--- src/rtl/cpu_turbo_clkgen_if.sv ---
// Turbo request, hold and generated CPU clock signals between the speed
// control register, the clock generator and the Z80 core.
interface cpu_turbo_clkgen_if;
    logic turbo_enable;
    logic turbo_x2;
    logic hold;
    logic cpu_clken;
    logic cpu_clk;
    logic turbo_active;

    modport master (
        output turbo_enable,
        output turbo_x2,
        output hold,
        input  cpu_clken,
        input  cpu_clk,
        input  turbo_active
    );

    modport slave (
        input  turbo_enable,
        input  turbo_x2,
        input  hold,
        output cpu_clken,
        output cpu_clk,
        output turbo_active
    );
endinterface

--- src/rtl/cpu_turbo_clkgen.sv ---
// Z80 clock-enable generator: 3.5/7 MHz from 28 MHz, glitch-free switching.
// Define CPU_TURBO_14MHZ_EN to add the 14 MHz TURBO2 mode.
module cpu_turbo_clkgen (
    input logic              clk,
    input logic              rst_n,
    cpu_turbo_clkgen_if.slave bus
);

`ifdef CPU_TURBO_14MHZ_EN
    typedef enum logic [1:0] {
        NORMAL = 2'd0,
        TURBO  = 2'd1,
        TURBO2 = 2'd2
    } mode_e;
`else
    typedef enum logic {
        NORMAL = 1'b0,
        TURBO  = 1'b1
    } mode_e;
`endif

    typedef enum logic {
        IDLE    = 1'b0,
        PENDING = 1'b1
    } state_e;

    logic [2:0] cnt_q;
    logic [2:0] cnt_d;
    mode_e      mode_q;
    mode_e      mode_d;
    mode_e      target;
    state_e     state_q;
    state_e     state_d;
    logic       held_q;
    logic       held_d;
    logic       tick;
    logic       level;
    logic       boundary;
    logic       differ;

`ifndef CPU_TURBO_14MHZ_EN
    logic unused_x2;
    assign unused_x2 = bus.turbo_x2;
`endif

    always_comb begin
        target = NORMAL;
        if (bus.turbo_enable) begin
`ifdef CPU_TURBO_14MHZ_EN
            target = bus.turbo_x2 ? TURBO2 : TURBO;
`else
            target = TURBO;
`endif
        end
    end

    always_comb begin
        tick  = (cnt_q == 3'd7);
        level = cnt_q[2];
        case (mode_q)
            TURBO: begin
                tick  = (cnt_q[1:0] == 2'b11);
                level = cnt_q[1];
            end
`ifdef CPU_TURBO_14MHZ_EN
            TURBO2: begin
                tick  = cnt_q[0];
                level = cnt_q[0];
            end
`endif
            default: begin
                tick  = (cnt_q == 3'd7);
                level = cnt_q[2];
            end
        endcase
    end

    assign cnt_d    = cnt_q + 3'd1;
    assign boundary = (cnt_q == 3'd7);
    assign differ   = (target != mode_q);

    // Hold is only looked at on tick cycles, so a held tick is skipped
    // whole and the release always lands on a full tick.
    always_comb begin
        held_d = held_q;
        if (tick) begin
            held_d = bus.hold;
        end
    end

    // Every rate has cpu_clk high at cnt 7 and low at cnt 0, so the
    // 7->0 edge is the only point where the mode may change.
    always_comb begin
        state_d = state_q;
        mode_d  = mode_q;
        unique case (state_q)
            IDLE: begin
                if (differ && boundary) begin
                    mode_d = target;
                end else if (differ) begin
                    state_d = PENDING;
                end
            end
            PENDING: begin
                if (!differ) begin
                    state_d = IDLE;
                end else if (boundary) begin
                    mode_d  = target;
                    state_d = IDLE;
                end
            end
            default: begin
                state_d = IDLE;
            end
        endcase
    end

    always_ff @(posedge clk or negedge rst_n) begin
        if (!rst_n) begin
            cnt_q   <= 3'd0;
            mode_q  <= NORMAL;
            state_q <= IDLE;
            held_q  <= 1'b0;
        end else begin
            cnt_q   <= cnt_d;
            mode_q  <= mode_d;
            state_q <= state_d;
            held_q  <= held_d;
        end
    end

    assign bus.cpu_clken    = tick & ~bus.hold;
    assign bus.cpu_clk      = held_q | level;
    assign bus.turbo_active = (mode_q != NORMAL);

endmodule
--- src/flat_wrapper.sv ---
// flat-port wrapper written by rule: the top's interface ports become plain ports
module cpu_turbo_clkgen_flat 
  (clk, rst_n, bus_turbo_enable, bus_turbo_x2, bus_hold, bus_cpu_clken, bus_cpu_clk, bus_turbo_active);
  cpu_turbo_clkgen_if bus_i ();
  input logic clk;
  input logic rst_n;
  input wire logic [$bits(bus_i.turbo_enable)-1:0] bus_turbo_enable;
  input wire logic [$bits(bus_i.turbo_x2)-1:0] bus_turbo_x2;
  input wire logic [$bits(bus_i.hold)-1:0] bus_hold;
  output wire logic [$bits(bus_i.cpu_clken)-1:0] bus_cpu_clken;
  output wire logic [$bits(bus_i.cpu_clk)-1:0] bus_cpu_clk;
  output wire logic [$bits(bus_i.turbo_active)-1:0] bus_turbo_active;
  assign bus_i.turbo_enable = bus_turbo_enable;
  assign bus_i.turbo_x2 = bus_turbo_x2;
  assign bus_i.hold = bus_hold;
  assign bus_cpu_clken = bus_i.cpu_clken;
  assign bus_cpu_clk = bus_i.cpu_clk;
  assign bus_turbo_active = bus_i.turbo_active;
  cpu_turbo_clkgen u_core (.clk(clk), .rst_n(rst_n), .bus(bus_i));
endmodule
--- config.mk ---
export PLATFORM = sky130hd
export DESIGN_NAME = cpu_turbo_clkgen_flat
export DESIGN_NICKNAME = d
export VERILOG_FILES = /design/src/rtl/cpu_turbo_clkgen_if.sv /design/src/rtl/cpu_turbo_clkgen.sv /design/src/flat_wrapper.sv
export SDC_FILE = /design/constraint.sdc
export NUM_CORES = 1
export LEC_CHECK = 0
export CAP_MARGIN = 20
export CORE_AREA = 2 2 39 41
export DETAILED_ROUTE_END_ITERATION = 8
export DIE_AREA = 0 0 41 43
export GPL_ROUTABILITY_DRIVEN = 1
export GPL_TIMING_DRIVEN = 0
export PLACE_DENSITY = 0.44
export SLEW_MARGIN = 25
export SYNTH_ARGS = -nofsm -noshare
export SYNTH_HDL_FRONTEND = slang
export SYNTH_SLANG_ARGS = --single-unit
--- constraint.sdc ---
create_clock -name clk -period 2 [get_ports clk]
set_clock_uncertainty 0.2 [all_clocks]
set_input_delay 0.3 -clock clk [delete_from_list [all_inputs] [get_ports clk]]
set_output_delay 0.3 -clock clk [all_outputs]
set_load 0.01 [all_outputs]
Word level (Yosys, flattened, before mapping):

Cells that the tools add are included.

* bits in latches: 0
* bits in registers: 6
* memory bits (writable): 0
* ROM bits: 0
* memories kept: 0

* reduce and logical (&&, ||, !) cells: 2
* $add $sub $neg: 1
* bitwise gates (word level): 4
* multiply operators: 0
* equality and inequality tests: 6
* shift-type cells: 0
* multiplexer cells: 12
* order comparisons: 0
* divide/modulo/power cells: 0

Operators by type and width (count)
* 1-bit two-way mux: 10
* 2-bit != test (second input constant): 2
* 1-bit one-hot mux with 2 select lines: 2
* 3-bit by 1-bit adder with 3-bit output (second input constant): 1
* 3-bit equality test (second input constant): 1
* 3-bit AND reduction: 1
* 2-bit equality test (second input constant): 1
* 2-bit by 1-bit != test with 1-bit output (second input constant): 1
* 1-bit NOT: 2
* 1-bit bitwise AND: 1
* 1-bit logical AND: 1
* 1-bit != test: 1
* 1-bit bitwise OR: 1

Longest topological paths before layout:

Gate-level depths: netlist of the first run.

* word-level depth: 5
* depth in mapped cells: 4

Least setup slack after synthesis of the first run:

Ideal clock, no wire load.

* kind: flip-flop to flip-flop
* start: register u_core.cnt_q[0]
* end: register u_core.held_q
* stages on the path, launching flop included: 5
* data arrival time: 1.264 ns
* setup slack: 0.409 ns
* cell sequence: dfrtp_1 ha_1 ha_1 mux2i_1 mux2_1

* longest elaborated chain between the ends: 2
* elaborated cells between the ends (all ways): 3
* those cells by class: eq/ne: 2; mux: 1

RTL lines
* start: declaration: RTL line cpu_turbo_clkgen.sv:27 `logic [2:0] cnt_q;`
* start signal: assignment: RTL line cpu_turbo_clkgen.sv:125 `cnt_q <= cnt_d;`
* 3-bit equality test / 2-bit equality test (equally long branches): RTL line cpu_turbo_clkgen.sv:72, cpu_turbo_clkgen.sv:62
* 1-bit two-way mux *: RTL line cpu_turbo_clkgen.sv:60 `case (mode_q)`
* end signal: assignment: RTL line cpu_turbo_clkgen.sv:128 `held_q <= held_d;`
* end: declaration: RTL line cpu_turbo_clkgen.sv:34 `logic held_q;`

Every way passes the cells marked *; elsewhere a longest branch is shown, timed or not.
A chain may end at the register's enable or synchronous reset.

Worst setup path in the final report of the first run:

Ends and elaborated chain as after synthesis.

==> results of run 1 <==
==> power by group through the flow <==
stage / combinational, mW / sequential (mW) / clock [mW]
final: 0.0192 / 0.105 / 0.117
after global routing: 0.0207 / 0.105 / 0.132
after CTS: 0.0195 / 0.105 / 0.125
after detailed placement: 0.0165 / 0.107 / 0
after global placement: 0.0164 / 0.107 / 0
after floorplan: 0.00389 / 0.107 / 0
==> stage by stage <==
step	setup slack, ns	utilization
after floorplan	0.4088	-
after global placement	-0.04080	0.2179
after detailed placement	-0.06852	0.2179
after CTS	-0.03032	0.3273
after global routing	0.04427	0.3074
final	0.09967	0.3074
==> worst max-delay path: cells and delay by family (launching register included) <==
kind                     cells  cell delay, ns
multiplexers                 2            0.46
adder cells (fa/ha/maj)      2            0.34
flip-flops                   1            0.40
buffers and inverters        4            0.39
==> flip-flops by register name, indices dropped and copies added, names as in the netlist <==
name	flops
u_core.held_q	1
u_core.bus.turbo_active	1
u_core.cnt_q	3
==> cell usage after synthesis <==
library cell / n
and2b_2: 1
mux2i_1: 1
mux2_2: 1
mux2_1: 1
dfrtp_1: 5
a211o_2: 1
ha_1: 3
nor2_1: 1
inv_1: 1
==> metal layers <==
metal  GRT usage  routed length [µm]  vias to the layer above
met2     0.09375                 222                        7
met1     0.06557                 189                       89
met5           0                   0                        -
li1            -                   -                       87
met4     0.08000                   0                        0
met3     0.06283                  51                        0
==> worst min path at each step <==
stage / from / to / slack, ns / depth (start not counted)
2_1_floorplan: rst_n / u_core.bus.turbo_active / -0.20 / 0
3_3_place_gp: u_core.cnt_q[0] / u_core.cnt_q[0] / 0.21 / 1
3_5_place_dp: u_core.cnt_q[0] / u_core.cnt_q[0] / 0.23 / 1
4_1_cts: rst_n / u_core.cnt_q[1] / 0.08 / 1
5_1_grt: rst_n / u_core.cnt_q[1] / 0.08 / 1
6_report: rst_n / u_core.cnt_q[1] / 0.08 / 1
==> cell type report <==
type | instances | area (µm²) | share of cell area
Tap cell | 16 | 20.02 | 0.04706
Inverter | 1 | 3.754 | 0.008824
Multi-Input combinational cell | 9 | 125.1 | 0.2941
Timing Repair Buffer | 14 | 125.1 | 0.2941
Sequential cell | 5 | 125.1 | 0.2941
Clock buffer | 4 | 26.28 | 0.06176
==> placed cells by master, fill, tap and decap left out <==
cell type | synthesis | routed
buf_4 | 0 | 5
dfrtp_1 | 5 | 5
clkdlybuf4s50_1 | 0 | 4
clkbuf_4 | 0 | 3
buf_6 | 0 | 3
ha_4 | 0 | 2
mux2i_2 | 0 | 1
nor2_1 | 1 | 1
and2b_2 | 1 | 1
a211o_2 | 1 | 1
inv_1 | 1 | 1
mux2_2 | 1 | 1
mux2_4 | 0 | 1
ha_1 | 3 | 1
clkbuf_1 | 0 | 1
dlygate4sd2_1 | 0 | 1
clkbuf_2 | 0 | 1
==> kinds of logic after synthesis <==
family                     Yosys count
DFF                                  5
adders and majority gates            3
muxes                                3
AOI/OAI and AO/OA                    1
buffers and inverters                1
and+or+nand+nor                      2
==> what timing repair did <==
action | 4_1_cts | 5_1_grt
resized for setup | 14 | 1
pin swaps | 1 | 1
buffers inserted | 10 | 0
setup endpoints to repair | 2 | 2
==> impl_metrics.yaml, run 1 <==
flow_run:
  drv_cap: 0
critical_path:
  cp-start-kind: "register"
  worst_ep_required_time_ns: 1.92
  reg2reg_from: "u_core.cnt_q[0]"
  crit_end: "u_core.held_q"
  timing.rr.end: "u_core.held_q"
  crit_fanout: 2
  critical_path_class: "register to register"
  cp_slowest_cell: "dfrtp_1"
  r2r_cells: 8
  cpMostUsedCell: "buf_6"
  critical_path_arrival_ns: 1.82
  path_cells: "ha_4, ha_4, mux2i_2, buf_4, buf_6, buf_6, buf_6, mux2_4"
  startpoint: "u_core.cnt_q[0]"
  slowest_delay_ns: 0.40
  worst-r2r-setup-slack_ns: 0.1
  cp-end-kind: "register"
grt:
  grt_use_total: 0.07475
  grt_pass1_wl_um: 765
  grt.overflow.total: 0
  grt_pass1_vias: 206
  antenna_found_initial: 0
  grt_max_degree: 6
sta:
  worst_pin_slew_ns: 0.2229
  post-route-min-period_ns: 1.900
  max_slew_margin: 0.8509
  period_share: 0.9502
  hold_ws_ns: 0.07740
  fmax_mhz: 526.2
  rsz0062_at_grt: "no"
  tns_ns: 0
  hold_violations: 0
  slew_violations: 0
  setup_viol: 0
logic_synthesis:
  ys_warn_count: 0
  synth_top_area_frac: 0.5650
  synth_top_family_by_area: "adder cells"
  syn_inst: 15
  syn_area_per_cell_um2: 14.76
  synth-simple-area-share: 0.05650
  ys_ff_latch: 5
  synthAdderAreaFrac: 0.1695
  synth_xor_area_frac: 0
  synth_area_leader_cell: "dfrtp_1"
  synth_area_um2: 221.5
  synthMuxAreaShare: 0.1469
  synth_area_leaders: "dfrtp_1 (56%), ha_1 (17%), mux2_1 (5.1%)"
  synth_cell_types: 9
  ys_seq_area_frac: 0.5650
  syn-num-nets: 23
  synth_compound_area_frac: 0.04520
pwr:
  p_leak_nw: 0.2106
  p_per_area_mw_per_mm2: 565.5
  p_sw_mw: 0.04882
  pwr-share-seq: 0.436
  intPower_mw: 0.1918
  switching_share: 0.2029
  clockPowerShare: 0.485
  ir_worst_vdd_mv: 0.1932
  pwr-share-comb: 0.080
  p_total_mw: 0.2406
die:
  coreArea_mm2: 0.001384
  io-pin-count: 8
  start_util: 0.1600
  die_area_mm2: 0.001763
  rows: 14
  chipHeight_um: 43
  die_width_um: 41
clock_network:
  clockRootBuffer: "clkbuf_4"
  cts-root-to-sink-buffers: 2
  insertion_delay_ns: 0.24
  clkSinkCount: 5
  cts-buffers-inserted: 3
  path_clk_slew_ns: 0.04
  cts_tree: "yes"
  cts.htree.levels: 1
  ctsHoldBuffers: 0
drt:
  drt_first_iter_violations: 0
  postRouteAntennaNets: 0
  vias_per_cell: 3.735
  dr.pass1.iters: 1
  drt-total-wl_um: 462
  dr_total_vias: 183
  remaining_drc_errors: 0
  wl_per_cell_um: 9.429
layout:
  post-route-cell-area_um2: 425.4
  final_cell_count_no_fill: 49
  fin_nets: 42
  drive_above_1_share: 0.5758
  syn_to_final_growth_pct: 92.09
  fill_cells: 143
  insertedDiodeCount: 0
placed_design:
  place_hpwl_um: 279
  placed_area_um2: 301.5
  place_congestion: 0.6056
  dp_cells: 37
  port_buffers: 6
min_path:
  worstHoldPathType: "input port to asynchronous set/reset pin"
outcome:
  status: "completed"
Note: power is estimated with default switching activity, not from simulation.
==> inputs of run 2 (changes only) <==
--- a/config.mk
+++ b/config.mk
@@ -5,7 +5,8 @@
 export SDC_FILE = /design/constraint.sdc
 export NUM_CORES = 1
 export LEC_CHECK = 0
-export CAP_MARGIN = 20
+export ABC_CLOCK_PERIOD_IN_PS = 2000
+export CAP_MARGIN = 10
 export CORE_AREA = 2 2 39 41
 export DETAILED_ROUTE_END_ITERATION = 8
 export DIE_AREA = 0 0 41 43
==> results of run 2 <==
Same layout as run 1: the final DEF is identical, and so are final timing and power.
